[src/rtl/seg7_pkg.sv]
// Shared glyph constants and scan-state type for the 7-segment scan driver.
// Glyph bit order is {g,f,e,d,c,b,a}, active low.
package seg7_pkg;

  localparam logic [6:0] SEG_0   = 7'b1000000;
  localparam logic [6:0] SEG_1   = 7'b1111001;
  localparam logic [6:0] SEG_2   = 7'b0100100;
  localparam logic [6:0] SEG_3   = 7'b0110000;
  localparam logic [6:0] SEG_4   = 7'b0011001;
  localparam logic [6:0] SEG_5   = 7'b0010010;
  localparam logic [6:0] SEG_6   = 7'b0000010;
  localparam logic [6:0] SEG_7   = 7'b1111000;
  localparam logic [6:0] SEG_8   = 7'b0000000;
  localparam logic [6:0] SEG_9   = 7'b0010000;
  localparam logic [6:0] SEG_A   = 7'b0001000;
  localparam logic [6:0] SEG_B   = 7'b0000011;
  localparam logic [6:0] SEG_C   = 7'b1000110;
  localparam logic [6:0] SEG_D   = 7'b0100001;
  localparam logic [6:0] SEG_E   = 7'b0000110;
  localparam logic [6:0] SEG_F   = 7'b0001110;
  localparam logic [6:0] SEG_OFF = 7'h7F;

  typedef enum logic {
    BLANK = 1'b0,
    DRIVE = 1'b1
  } scan_state_e;

endpackage

[src/rtl/seg7_decode.sv]
// Combinational nibble to active-low 7-segment glyph decoder (hex digits
// A-F rendered as A,b,C,d,E,F).
module seg7_decode
  import seg7_pkg::*;
(
  input  logic [3:0] nibble_i,
  output logic [6:0] seg_n_o
);

  always_comb begin
    seg_n_o = SEG_OFF;
    case (nibble_i)
      4'h0: seg_n_o = SEG_0;
      4'h1: seg_n_o = SEG_1;
      4'h2: seg_n_o = SEG_2;
      4'h3: seg_n_o = SEG_3;
      4'h4: seg_n_o = SEG_4;
      4'h5: seg_n_o = SEG_5;
      4'h6: seg_n_o = SEG_6;
      4'h7: seg_n_o = SEG_7;
      4'h8: seg_n_o = SEG_8;
      4'h9: seg_n_o = SEG_9;
      4'hA: seg_n_o = SEG_A;
      4'hB: seg_n_o = SEG_B;
      4'hC: seg_n_o = SEG_C;
      4'hD: seg_n_o = SEG_D;
      4'hE: seg_n_o = SEG_E;
      4'hF: seg_n_o = SEG_F;
      default: seg_n_o = SEG_OFF;
    endcase
  end

endmodule

[src/rtl/seg7_scan_driver.sv]
// Time-multiplexed common-anode 7-segment scan driver with per-frame snapshot
// and a blank cycle between digits. Optional LEADING_ZERO_BLANK_EN blanks leading zeros.
module seg7_scan_driver
  import seg7_pkg::*;
#(
  parameter int DIGITS      = 4,
  parameter int REFRESH_DIV = 100000,
  parameter int DIV_WIDTH   = 17,
  parameter int IDX_WIDTH   = 2
) (
  input  logic                  clk,
  input  logic                  rst,
  input  logic                  en,
  input  logic [4*DIGITS-1:0]   digits_in,
  input  logic [DIGITS-1:0]     dp_in,
  output logic [6:0]            seg_n,
  output logic                  dp_n,
  output logic [DIGITS-1:0]     an_n,
  output logic                  frame_tick,
  output scan_state_e           state_dbg_o
);

  localparam logic [DIV_WIDTH-1:0] PRESC_LAST = DIV_WIDTH'(REFRESH_DIV - 2);
  localparam logic [IDX_WIDTH-1:0] IDX_LAST   = IDX_WIDTH'(DIGITS - 1);

  scan_state_e            state_q, state_d;
  logic [DIV_WIDTH-1:0]   presc_q, presc_d;
  logic [IDX_WIDTH-1:0]   idx_q, idx_d;
  logic [4*DIGITS-1:0]    snap_digits_q, snap_digits_d;
  logic [DIGITS-1:0]      snap_dp_q, snap_dp_d;
  logic                   tick_pend_q, tick_pend_d;
  logic [6:0]             seg_n_q, seg_n_d;
  logic                   dp_n_q, dp_n_d;
  logic [DIGITS-1:0]      an_n_q, an_n_d;
  logic                   frame_tick_q, frame_tick_d;

  logic [3:0]             cur_nib;
  logic                   cur_dp;
  logic [6:0]             dec_seg_n;
  logic                   blank_glyph;

  // Select the snapshot nibble and dp bit for the digit currently scanned.
  always_comb begin
    cur_nib = 4'h0;
    cur_dp  = 1'b0;
    for (int i = 0; i < DIGITS; i++) begin
      if (idx_q == IDX_WIDTH'(i)) begin
        cur_nib = snap_digits_q[4*i +: 4];
        cur_dp  = snap_dp_q[i];
      end
    end
  end

  seg7_decode u_decode (
    .nibble_i (cur_nib),
    .seg_n_o  (dec_seg_n)
  );

`ifdef LEADING_ZERO_BLANK_EN
  logic [DIGITS-1:0] nib_nz;
  logic [DIGITS-1:0] lead_zero;
  logic              cur_lz;

  // lead_zero[i]: nibble i and every nibble above it are zero.
  always_comb begin
    nib_nz    = '0;
    lead_zero = '0;
    cur_lz    = 1'b0;
    for (int i = 0; i < DIGITS; i++) begin
      nib_nz[i] = |snap_digits_q[4*i +: 4];
    end
    for (int i = 0; i < DIGITS; i++) begin
      lead_zero[i] = ~|(nib_nz >> i);
      if (idx_q == IDX_WIDTH'(i)) begin
        cur_lz = lead_zero[i];
      end
    end
  end

  assign blank_glyph = (idx_q != '0) && cur_lz;
`else
  assign blank_glyph = 1'b0;
`endif

  // Outputs are registered from the current state, so the display lags the
  // FSM by one cycle; frame_tick is delayed via tick_pend_q to stay aligned.
  always_comb begin
    state_d       = state_q;
    presc_d       = presc_q;
    idx_d         = idx_q;
    snap_digits_d = snap_digits_q;
    snap_dp_d     = snap_dp_q;
    tick_pend_d   = tick_pend_q;
    seg_n_d       = SEG_OFF;
    dp_n_d        = 1'b1;
    an_n_d        = '1;
    frame_tick_d  = 1'b0;

    if (en) begin
      frame_tick_d = tick_pend_q;
      tick_pend_d  = 1'b0;
      case (state_q)
        BLANK: begin
          state_d = DRIVE;
          if (idx_q == '0) begin
            snap_digits_d = digits_in;
            snap_dp_d     = dp_in;
            tick_pend_d   = 1'b1;
          end
        end
        DRIVE: begin
          an_n_d  = ~(DIGITS'(1) << idx_q);
          seg_n_d = blank_glyph ? SEG_OFF : dec_seg_n;
          dp_n_d  = ~cur_dp;
          if (presc_q == PRESC_LAST) begin
            presc_d = '0;
            idx_d   = (idx_q == IDX_LAST) ? '0 : idx_q + IDX_WIDTH'(1);
            state_d = BLANK;
          end else begin
            presc_d = presc_q + DIV_WIDTH'(1);
          end
        end
        default: state_d = BLANK;
      endcase
    end
  end

  always_ff @(posedge clk) begin
    if (rst) begin
      state_q       <= BLANK;
      presc_q       <= '0;
      idx_q         <= '0;
      snap_digits_q <= '0;
      snap_dp_q     <= '0;
      tick_pend_q   <= 1'b0;
      seg_n_q       <= SEG_OFF;
      dp_n_q        <= 1'b1;
      an_n_q        <= '1;
      frame_tick_q  <= 1'b0;
    end else begin
      state_q       <= state_d;
      presc_q       <= presc_d;
      idx_q         <= idx_d;
      snap_digits_q <= snap_digits_d;
      snap_dp_q     <= snap_dp_d;
      tick_pend_q   <= tick_pend_d;
      seg_n_q       <= seg_n_d;
      dp_n_q        <= dp_n_d;
      an_n_q        <= an_n_d;
      frame_tick_q  <= frame_tick_d;
    end
  end

  assign seg_n       = seg_n_q;
  assign dp_n        = dp_n_q;
  assign an_n        = an_n_q;
  assign frame_tick  = frame_tick_q;
  assign state_dbg_o = state_q;

endmodule

[config.mk]
export PLATFORM = sky130hd
export DESIGN_NAME = seg7_scan_driver
export DESIGN_NICKNAME = d
export VERILOG_FILES = /design/src/rtl/seg7_pkg.sv /design/src/rtl/seg7_decode.sv /design/src/rtl/seg7_scan_driver.sv
export SDC_FILE = /design/constraint.sdc
export NUM_CORES = 1
export LEC_CHECK = 0
export ABC_AREA = 0
export CAP_MARGIN = 10
export CORE_ASPECT_RATIO = 0.8
export CORE_MARGIN = 2
export CORE_UTILIZATION = 40
export CTS_CLUSTER_DIAMETER = 120
export CTS_CLUSTER_SIZE = 24
export DETAILED_ROUTE_END_ITERATION = 16
export RECOVER_POWER = 100
export SLEW_MARGIN = 20
export SYNTH_ARGS = -nofsm -noshare
export SYNTH_HDL_FRONTEND = slang
export SYNTH_HIERARCHICAL = 1
export SYNTH_SLANG_ARGS = --single-unit
[constraint.sdc]
create_clock -name clk -period 3.4 [get_ports clk]
set_clock_uncertainty 0.1 [all_clocks]
set_input_delay 1.02 -clock clk [delete_from_list [all_inputs] [get_ports clk]]
set_output_delay 1.02 -clock clk [all_outputs]
set_load 0.01 [all_outputs]
=== Word-level counts from Yosys, hierarchy flattened ===
Memory sizes are Yosys's and may differ from the RTL's. A register that Yosys moved wholly into a read port is not among the register bits.
Index checks and enable logic that the tools add are counted.

* Register bits after elaboration: 47
* ROM bits: 112
* Word-level logic and storage cells: 41
* Memories: 1

{| class="wikitable"
|+ Memories
! memory !! words !! width !! rd ports !! clocked after Yosys merged registers in !! wr ports !! line !! source
|-
| (no name shown) || 16 || 7 || 1 || 1 || 0 || seg7_decode.sv:12 || <nowiki>case (nibble_i)</nowiki>
|}

* $add $sub $neg: 2
* Eq/ne operators: 4
* Shifts and indexed selects: 1
* Muxes and demuxes: 14
* Bitwise gates (word level): 4
* Reductions and logical operators: 6

{| class="wikitable"
|+ Operators with widths
! operator !! number
|-
| $add A17 B1 Y17 const B || 1
|-
| $eq A17 B17 Y1 const B || 1
|-
| $mux W17 || 1
|-
| $mux W4 || 4
|-
| $mux W1 || 7
|-
| $reduce_and A3 Y1 || 2
|-
| $eq A2 B2 Y1 const B || 2
|-
| $not A4 Y4 || 1
|-
| $shl A1 B2 Y4 const A || 1
|-
| $not A1 Y1 || 3
|-
| $reduce_or A3 Y1 || 1
|-
| $add A2 B1 Y2 const B || 1
|-
| $eq A2 B1 Y1 const B || 1
|-
| $logic_not A2 Y1 || 1
|-
| $mux W2 || 1
|-
| $pmux W1 S2 || 1
|-
| $reduce_and A2 Y1 || 1
|-
| $reduce_or A2 Y1 || 1
|}

=== Logic depth before layout (Yosys ltp) ===
Gate-level depths: netlist of run 1.

* Depth in word-level cells: 6
* Mapped depth: 13
* Depth with buffers taken out: 12

=== Modules after synthesis ===
The synthesis of run 1 kept the hierarchy.

{| class="wikitable"
|+ By module, submodules not included
! module !! instances !! cells each !! area an instance (sq um) !! sequential area each (sq um)
|-
| seg7_scan_driver || 1 || 270 || 2321.0 || 1081.0
|-
| seg7_decode || 1 || 32 || 275.3 || 0.0
|}

=== Worst setup path before layout of run 1 ===
OpenSTA, ideal clock, no wires.

* Path type: register to register
* From: reg idx_q[1]
* To: reg seg_n_q[3] (netlist: seg_n[3])
* Setup time: 0.127 ns
* Arrival time: 2.893 ns
* Required time: 3.173 ns
* Setup slack: 0.280 ns
* Stages on the path, launching flop included: 13
* Path buffers: 1
* Period minus slack after synthesis: 3.120 ns
* Cell sequence: dfxtp_1 > inv_1 > ha_1 > clkbuf_1 > nand3b_1 > a21oi_1 > a21oi_1 > o21ai_0 > inv_1 > ha_1 > inv_1 > mux4_1 > or3_1

* Longest elaborated chain between the ends: 5
* Elaborated cells between the ends (all ways): 8

{| class="wikitable"
|+ RTL lines
! what !! line !! source
|-
| start: declaration || seg7_scan_driver.sv:28 || <nowiki>logic [IDX_WIDTH-1:0] idx_q, idx_d;</nowiki>
|-
| start signal: assignment || seg7_scan_driver.sv:143 || <nowiki>idx_q <= idx_d;</nowiki>
|-
| $logic_not A2 Y1 || seg7_scan_driver.sv:47 || <nowiki>if (idx_q == IDX_WIDTH'(i)) begin</nowiki>
|-
| $mux W4 (3 in a row) || seg7_scan_driver.sv:47 ||
|-
| $mux W4 (*) || seg7_scan_driver.sv:47 ||
|-
| via cur_nib[0] || seg7_scan_driver.sv:37 || <nowiki>logic [3:0] cur_nib;</nowiki>
|-
| end: declaration || seg7_scan_driver.sv:32 || <nowiki>logic [6:0] seg_n_q, seg_n_d;</nowiki>
|}

Mark *: on every way through the listed nets, which the timed path passes. The rest lies on a longest branch.
A chain may end at the register's enable or synchronous reset.

=== Worst setup path in the final report of run 1 ===
Same ends and word-level chain as after synthesis.

==> reports/metrics.cfg, run 1 <==
[synthesis]
synth.cell_area_um2 = 2596
cell_count_after_synthesis = 302
yosysSeqAreaShare = 0.4164
unique_cell_type_count_in_the_yosys_netlist = 43
synth_flop_cell = sky130_fd_sc_hd__dfxtp_1
syn_nets = 339
ys_async_sr_fraction = 0
synth-edff-count = 0
ys.warnings.count = 6
synth_top_area_cell = sky130_fd_sc_hd__dfxtp_1
synthesis.area_per_instance_um2 = 8.597
yosys.area.top_type_share = 0.4164
netlist_top_cells_area = sky130_fd_sc_hd__dfxtp_1, sky130_fd_sc_hd__nand2_1, sky130_fd_sc_hd__ha_1
postSynthRegisterBits = 54

[pwr]
power.internal_uw = 864.6
switchingPower_uw = 301.6
design_power_total_mw = 1.166
power.share.sequential = 0.570
netSwitchingFraction = 0.2586
power.clock.fraction = 0.321
power.static_leakage_nw = 1.098
p_comb_frac = 0.109
ir_drop_worst_vdd_mv = 0.1905
power.density_cell_area_nw_per_um2 = 377.5

[setup_path]
crit_path_required_time_ns = 3.52
crit_fanout = 11
critical-path-slowest-cell = sky130_fd_sc_hd__mux4_1
path_class = register to register
r2r-end = seg_n[3]
crit_path_max_incr_delay_ns = 0.47
end_kind = register
timing.reg2reg.setup_slack_ns = 0.39
worst_ep_arrival_time_ns = 3.13
r2r_start = idx_q[1]
r2r.worst_path.cells = 11
critical_path.startpoint_type = register
critical_path.cell_chain = inv_1 > ha_1 > nand3b_1 > a21oi_1 > a21oi_1 > o21ai_1 > inv_1 > ha_1 > inv_1 > mux4_1 > or3_1
crit_path_frequent_cell = sky130_fd_sc_hd__inv_1

[detailed_routing]
antenna_left = 0
drc = 0
drt-wirelength-per-cell_um = 12.77
number_of_vias_in_the_routed_layout = 2088
finalWirelength_um = 5376
route.detailed.vias_per_inst = 4.960
firstDrtPassIters = 4
dr.first_iter.drc_count = 94

[timing]
final_report_max_slew_violation_count = 0
layout_worst_path_cycle_share = 0.8861
achievable-frequency_mhz = 331.9
timing_worst_slew_pin_value_ns = 0.7559
post-route-min-period_ns = 3.013
grt_setup_unrepaired = false
max_slew_margin = 0.4960
hold_viol_final = 0
setup_viol_count_final = 0
setup_total_neg_slack_ns = 0

[global_route]
grt_pass1_vias = 1846
globalRoute.totalOverflow = 0
globalRouteTotalUtil = 0.1584
grt_max_degree = 21
grt_pass1_wl_um = 9011
antenna_found_initial = 0

[min_path]
worstHoldEndpoint = frame_tick
hold_path_class = register to register
worst_hold_path.num_cells = 2
worst_hold_startpoint = tick_pend_q

[cts]
cts.sink_count = 54
post_cts_resize_count = 0
postCtsSetupRepairBufs = 0
cts_max_path_buffers = 2
clkSlewWorstSetupHoldPaths_ns = 0.11
ctsRootBufferMaster = sky130_fd_sc_hd__clkbuf_8
ctsHoldBuffers = 0
cts_tree = done
later_pin_clock_latency_in_the_skew_report_ns = 0.32
number_of_buffers_created_by_cts = 5
h_tree_level_count = 2

[die]
floorplan.die.width_um = 94.08
floorplan.rows = 26
coreArea_um2 = 6344
die-area_um2 = 7155
boundaryPins = 37
overall_die_height_um = 76.06
start_util = 0.4093

[place]
place_congestion = 0.8078
place.port_buffers = 36
placed_cell_area_um2 = 3010
place.detailed.hpwl_um = 3963

[outcome]
outcome = complete, no violations

[layout]
layout_cell_share_with_drive_strength_beyond_1 = 0.06231
stdcell_area_um2 = 3089
fin_nets = 373
area_delta_synth_final_pct = 18.99
antenna_cells_inserted = 0

[flow_run]
max_cap_viols = 0

==> worst max-delay path by stage <==
stage,slack [ns],from,end,depth (start not counted)
finish,0.39,idx_q[1],seg_n[3],11
global route,0.19,idx_q[1],seg_n[3],11
CTS,0.21,idx_q[1],seg_n[3],11
detailed placement,0.24,idx_q[1],seg_n[3],11
global placement,0.35,idx_q[1],seg_n[3],11
floorplan,0.28,idx_q[1],seg_n[3],12
==> Yosys cell counts, drive strengths merged (2+ instances only) <==
| library cell | instances |
|---|---|
| nand2 | 64 |
| dfxtp | 54 |
| a21oi | 34 |
| nor2 | 26 |
| ha | 14 |
| clkbuf | 11 |
| nand4 | 10 |
| xor2 | 10 |
| o21ai | 9 |
| or3 | 9 |
| buf | 6 |
| inv | 6 |
| mux2i | 5 |
| nand3b | 5 |
| and4 | 4 |
| nand3 | 4 |
| nor2b | 4 |
| nor4 | 3 |
| xnor2 | 3 |
| a22o | 2 |
| and2 | 2 |
| and3 | 2 |
| o31ai | 2 |
==> routing by layer <==
| metal | routed length [µm] | global-route usage |
|---|---|---|
| met2 | 2095 | 0.1993 |
| met5 | 0 | 0 |
| met4 | 62 | 0.04638 |
| met3 | 217 | 0.04748 |
| met1 | 3001 | 0.2534 |
==> state kept, by name, summed over array words and instances, names as in the netlist <==
register       count
presc_q           17
snap_digits_q     16
seg_n              7
an_n               4
snap_dp_q          4
idx_q              2
dp_n               1
frame_tick         1
state_dbg_o        1
tick_pend_q        1
==> critical path, delay by kind of cell (launching register included) <==
| family | cells | cell delay [ns] |
|---|---|---|
| buffers and inverters | 3 | 0.32 |
| AND/OR/NAND/NOR | 2 | 0.53 |
| multiplexers | 1 | 0.47 |
| adder cells (fa/ha/maj) | 2 | 0.62 |
| AO/OA/AOI/OAI | 3 | 0.51 |
| flip-flops | 1 | 0.36 |
==> per-stage QoR <==
step	std cells	setup slack (ns)	utilization	hold WS, ns
global route	421	0.1902	0.4870	0.3910
detailed placement	413	0.2370	0.4746	0.3417
finish	421	0.3872	0.4870	0.3642
floorplan	302	0.2799	-	0.3051
global placement	413	0.3518	0.4746	0.3275
CTS	421	0.2143	0.4893	0.3595
==> cell usage in the layout, fill, tap and decap left out, types with 4 or more instances in the layout <==
cell | synthesis | routed
sky130_fd_sc_hd__nor2_1 | 26 | 26
sky130_fd_sc_hd__ha_1 | 14 | 14
sky130_fd_sc_hd__dfxtp_1 | 54 | 54
sky130_fd_sc_hd__inv_1 | 6 | 6
sky130_fd_sc_hd__dlygate4sd3_1 | 0 | 15
sky130_fd_sc_hd__clkdlybuf4s50_1 | 0 | 21
sky130_fd_sc_hd__clkbuf_1 | 9 | 4
sky130_fd_sc_hd__nand4_1 | 8 | 8
sky130_fd_sc_hd__a21oi_1 | 34 | 34
sky130_fd_sc_hd__nand2_1 | 64 | 64
sky130_fd_sc_hd__nor2b_1 | 4 | 4
sky130_fd_sc_hd__or3_1 | 9 | 9
sky130_fd_sc_hd__o21ai_0 | 9 | 8
sky130_fd_sc_hd__clkbuf_8 | 2 | 5
sky130_fd_sc_hd__mux2i_1 | 5 | 5
sky130_fd_sc_hd__nand3_1 | 4 | 4
sky130_fd_sc_hd__nand3b_1 | 5 | 5
sky130_fd_sc_hd__xor2_1 | 10 | 10
sky130_fd_sc_hd__buf_4 | 3 | 4
==> power by group through the flow <==
stage               logic, mW  registers [mW]  clock network (mW)
finish                  0.127           0.665               0.375
global route            0.142           0.668               0.414
CTS                     0.132           0.665               0.389
detailed placement      0.131           0.679                   0
global placement        0.129           0.680                   0
floorplan              0.0773           0.678                   0
==> logic make-up (layout without fill, tap and decap cells) <==
group                      after synthesis  after routing  synth area share
and+or+nand+nor                        140            140            0.2776
DFF                                     54             54            0.4164
AOI/OAI and AO/OA                       51             51            0.1094
buffers and inverters                   23             58           0.05156
adders and majority gates               14             14           0.06747
xor gates and xnor gates                13             13           0.04386
muxes                                    7              7           0.03374
==> area by class of cell <==
type | instances | area [µm²]
Clock buffer | 5 | 68.82
Clock inverter | 3 | 25.02
Fill cell | 633 | 3254
Inverter | 6 | 22.52
Multi-Input combinational cell | 225 | 1381
Sequential cell | 54 | 1081
Tap cell | 84 | 105.1
Timing Repair Buffer | 44 | 405.4
Power figures use the tool's default switching activity.
==> run 2: changes to the inputs <==
- DONT_BUFFER_PORTS: unset -> 1
==> run 2 against run 1 <==
Net effect:
- register-to-register slack better by 0.07 ns
- cell count is 9.5% lower
- sequential share of layout area is 4.9 points higher
- routed wire length is 0.24% lower
- hold slack worse by 0.022 ns
- critical path type unchanged
- critical endpoint unchanged
- global-route usage is 0.53 points lower
==> reports/metrics.cfg, run 2 (same netlist as run 1, synthesis figures left out) <==
[cts]
clkSlewWorstSetupHoldPaths_ns = 0.11
h_tree_level_count = 2
cts.sink_count = 54
ctsHoldBuffers = 0
later_pin_clock_latency_in_the_skew_report_ns = 0.31
cts_max_path_buffers = 2
post_cts_resize_count = 0
ctsRootBufferMaster = sky130_fd_sc_hd__clkbuf_8
number_of_buffers_created_by_cts = 5
cts_tree = done
postCtsSetupRepairBufs = 0

[timing]
max_slew_margin = 0.1509
layout_worst_path_cycle_share = 0.8668
final_report_max_slew_violation_count = 0
post-route-min-period_ns = 2.947
setup_viol_count_final = 0
grt_setup_unrepaired = false
setup_total_neg_slack_ns = 0
hold_viol_final = 0
achievable-frequency_mhz = 339.3
timing_worst_slew_pin_value_ns = 1.271

[global_route]
grt_pass1_vias = 1795
grt_max_degree = 36
antenna_found_initial = 0
globalRoute.totalOverflow = 0
grt_pass1_wl_um = 8818
globalRouteTotalUtil = 0.1530

[detailed_routing]
met3_length_um = 230
drc = 0
antenna_left = 0
finalWirelength_um = 5363
met1_length_um = 2863
drt-wirelength-per-cell_um = 14.08
top_signal_layer_used = met4
route.detailed.vias_per_inst = 5.189
number_of_vias_in_the_routed_layout = 1977
firstDrtPassIters = 4
dr.first_iter.drc_count = 131
length_of_routed_met2_wiring_um = 2209

[die]
start_util = 0.4093
overall_die_height_um = 76.06
coreArea_um2 = 6344
die-area_um2 = 7155
boundaryPins = 37
floorplan.rows = 26
floorplan.die.width_um = 94.08

[layout]
largest_register_ff_count = 17
most_frequent_cells_in_the_layout = sky130_fd_sc_hd__nand2_1, sky130_fd_sc_hd__dfxtp_1, sky130_fd_sc_hd__a21oi_1
antenna_cells_inserted = 0
layout_commonest_cell = sky130_fd_sc_hd__nand2_1
fin_nets = 333
largest_register = presc_q
area_delta_synth_final_pct = 4.289
layout_cell_share_with_drive_strength_beyond_1 = 0.06397
finish.cell_count_without_fillers = 381

[pwr]
power.density_cell_area_nw_per_um2 = 416.8
netSwitchingFraction = 0.2590
switchingPower_uw = 292.3
power.clock.fraction = 0.333
power.share.sequential = 0.592
p_comb_frac = 0.075
power.static_leakage_nw = 0.9728
ir_drop_worst_vdd_mv = 0.2084
power.internal_uw = 836.2

[min_path]
hold_path_class = register to register

[setup_path]
r2r.worst_path.cells = 11
r2r-end = seg_n[3]
crit_fanout = 11
worstSetupStartpoint = idx_q[1]
worst_ep_arrival_time_ns = 3.05
worst_setup_path_endpoint = seg_n[3]
timing.reg2reg.setup_slack_ns = 0.45
end_kind = register
crit_path_required_time_ns = 3.51
path_class = register to register
r2r_start = idx_q[1]
critical_path.startpoint_type = register

[place]
dpl.cell_count = 373
place.port_buffers = 0
place_congestion = 0.8523
place.detailed.hpwl_um = 3751

[outcome]
outcome = complete, no violations

[flow_run]
max_cap_viols = 0

run 2: final cells by class:
| type | instances | area (µm²) |
|---|---|---|
| repair buffers | 4 | 26.28 |
| clock buffers | 5 | 68.82 |
| fillers | 660 | 3636 |
| well taps | 84 | 105.1 |
| clock inverters | 3 | 26.28 |
| flip-flops and latches | 54 | 1081 |
| inverters | 6 | 22.52 |
| multi-input cells | 225 | 1378 |
run 2: metal layers:
layer	up-vias	GRT usage
met3	7	0.03759
met1	917	0.2374
met5	-	0
met4	0	0.04493
li1	1013	-
met2	40	0.2064
run 2: critical path: stages, from the launching register on:
cell and delay [ns]:
sky130_fd_sc_hd__dfxtp_1 0.37, sky130_fd_sc_hd__inv_1 0.09, sky130_fd_sc_hd__ha_1 0.29, sky130_fd_sc_hd__nand3b_1 0.19, sky130_fd_sc_hd__a21oi_1 0.16, sky130_fd_sc_hd__a21oi_1 0.05
sky130_fd_sc_hd__o21ai_0 0.24, sky130_fd_sc_hd__inv_1 0.16, sky130_fd_sc_hd__ha_1 0.30, sky130_fd_sc_hd__inv_1 0.05, sky130_fd_sc_hd__mux4_1 0.48, sky130_fd_sc_hd__or3_1 0.34
run 2: worst min path at each step:
stage | slack [ns] | to | startpoint | depth (start not counted)
5_1_grt | 0.38 | snap_digits_q[14] | snap_digits_q[14] | 2
3_5_place_dp | 0.33 | frame_tick | tick_pend_q | 2
4_1_cts | 0.35 | frame_tick | tick_pend_q | 2
3_3_place_gp | 0.32 | frame_tick | tick_pend_q | 2
2_1_floorplan | 0.31 | frame_tick | tick_pend_q | 2
6_report | 0.34 | frame_tick | tick_pend_q | 2
run 2: power by group through the flow:
stage                     registers (mW)  logic [mW]  clock network [mW]
after CTS                          0.668      0.0853               0.389
after floorplan                    0.678      0.0773                   0
after global routing               0.671      0.0960               0.424
after detailed placement           0.683      0.0845                   0
after global placement             0.683      0.0827                   0
final                              0.668      0.0844               0.376
run 2: through the flow:
| stage | worst slack (ns) | hold slack (ns) | total power [mW] | util | area, µm² |
|---|---|---|---|---|---|
| after CTS | 0.4382 | 0.3472 | 1.143 | 0.4280 | 2715 |
| after global routing | 0.2714 | 0.3752 | 1.191 | 0.4268 | 2708 |
| final | 0.4530 | 0.3424 | 1.128 | 0.4268 | 2708 |
| after floorplan | 0.2799 | 0.3051 | 0.7549 | - | 2596 |
| after detailed placement | 0.5354 | 0.3320 | 0.7674 | 0.4130 | 2620 |
| after global placement | 0.6076 | 0.3250 | 0.7656 | 0.4130 | 2620 |
==> run 3: changes to the inputs <==
- GPL_TIMING_DRIVEN: unset -> 0
- REMOVE_ABC_BUFFERS: unset -> 1
- SLEW_MARGIN: 20 -> unset
==> run 3 against run 2 <==
Net effect:
- worst setup slack worse by 0.16 ns
- clock-buffer cell count unchanged
- highest routed layer unchanged
- register-to-register slack worse by 0.16 ns
- via count down 3.0%
- sequential power hardly changed
- routed wire length is 7.7% lower
- largest cell class unchanged
==> reports/metrics.cfg, run 3 (same netlist as run 1, synthesis figures left out) <==
[setup_path]
r2r.worst_path.cells = 9
critical-path-slowest-cell = sky130_fd_sc_hd__mux4_1
crit_path_max_incr_delay_ns = 0.55
critical_path.startpoint_type = register
path_class = register to register
cp_num_cells = 9
crit_fanout = 11
path_delay_family = compound AO/OA/AOI/OAI gates
crit_path_required_time_ns = 3.50
timing.reg2reg.setup_slack_ns = 0.30
critical_path.cell_chain = inv_1 > ha_1 > nand3b_1 > a21oi_1 > a21oi_1 > o21ai_0 > buf_2 > mux4_1 > or3_1
end_kind = register
cp.buffers_inverters = 2
crit_path_frequent_cell = sky130_fd_sc_hd__a21oi_1
worst_ep_arrival_time_ns = 3.21

[timing]
layout_setup_ws_ns = 0.2952
setup_viol_count_final = 0
grt_setup_unrepaired = false
hold_slack_ns = 0.3308
timing_worst_slew_pin_value_ns = 1.161
layout_worst_path_cycle_share = 0.9132
final_report_max_slew_violation_count = 0
post-route-min-period_ns = 3.105
achievable-frequency_mhz = 322.1
max_slew_margin = 0.2244
hold_viol_final = 0

[cts]
later_pin_clock_latency_in_the_skew_report_ns = 0.31
ctsRootBufferMaster = sky130_fd_sc_hd__clkbuf_8
clkSlewWorstSetupHoldPaths_ns = 0.10
cts_max_path_buffers = 2
cts_tree = done
number_of_buffers_created_by_cts = 5
cts.sink_count = 54
h_tree_level_count = 2

[die]
floorplan.rows = 26
start_util = 0.4093
overall_die_height_um = 76.06
floorplan.die.width_um = 94.08
boundaryPins = 37
die-area_um2 = 7155
coreArea_um2 = 6344

[detailed_routing]
antenna_left = 0
finalWirelength_um = 4948
number_of_vias_in_the_routed_layout = 1918
drt-wirelength-per-cell_um = 13.09
firstDrtPassIters = 4
route.detailed.vias_per_inst = 5.074
dr.first_iter.drc_count = 98
drc = 0

[layout]
area_delta_synth_final_pct = 4.482
fin_nets = 330
largest_register_ff_count = 17
layout_cell_share_with_drive_strength_beyond_1 = 0.06122
largest_register = presc_q
finish.cell_count_without_fillers = 378
finished_core_util = 0.4276
antenna_cells_inserted = 0
layout_commonest_cell = sky130_fd_sc_hd__nand2_1
most_frequent_cells_in_the_layout = sky130_fd_sc_hd__nand2_1, sky130_fd_sc_hd__dfxtp_1, sky130_fd_sc_hd__a21oi_1

[place]
place_congestion = 0.8047
place.port_buffers = 0
placement.setup.worst_slack_ns = -0.01113
dpl.cell_count = 370
place.detailed.hpwl_um = 3498

[global_route]
grt_max_degree = 36
antenna_found_initial = 0
globalRoute.totalOverflow = 0
globalRouteTotalUtil = 0.1405
grt_pass1_wl_um = 8252
grt_pass1_vias = 1725

[min_path]
worst_hold_path.num_cells = 2
hold_path_class = register to register

[flow_run]
max_cap_viols = 0

[pwr]
power.density_cell_area_nw_per_um2 = 440.1
ir_drop_worst_vdd_mv = 0.2240
design_power_total_mw = 1.194
power.static_leakage_nw = 0.9714

[outcome]
outcome = complete, no violations

run 3: cell type report:
type                    instances  area [µm²]
multi-input cells             225        1381
clock buffers                   5       68.82
flip-flops and latches         54        1081
fillers                       658        3631
clock inverters                 3       48.80
repair buffers                  1       5.005
well taps                      84       105.1
inverters                       6       22.52
run 3: metal layers:
metal	global-route usage	share of wire
met5	0	0
met4	0.03913	0.011
met3	0.03956	0.060
met2	0.1907	0.39
met1	0.2149	0.54
run 3: power by group:
part           internal, mW  switching [mW]
Combinational        0.0325          0.0464
Sequential            0.652          0.0140
Clock                 0.225           0.224
run 3: tightest hold or removal path, stage by stage (launching register included):
cell	delay, ns
sky130_fd_sc_hd__dfxtp_1	0.32
sky130_fd_sc_hd__nand2_1	0.05
sky130_fd_sc_hd__nor2_1	0.03
run 3: final timing paths:
| path | startpoint | to |
|---|---|---|
| setup / recovery | idx_q[1] | seg_n[3] |
| hold / removal | tick_pend_q | frame_tick |
| setup reg to reg | idx_q[1] | seg_n[3] |
| hold reg to reg | tick_pend_q | frame_tick |
run 3: what timing repair did:
item | 4_1_cts | 5_1_grt
gates resized for setup | 1 | 2
hold buffers | 0 | 0
endpoints found under the setup margin | 1 | 4
buffers inserted | 0 | 0
run 3: per-stage QoR:
step,setup TNS [ns],cell area [µm²]
floorplan,0,2485
global placement,-0.06129,2590
detailed placement,-0.01113,2595
CTS,0,2713
global route,0,2713
finish,0,2713
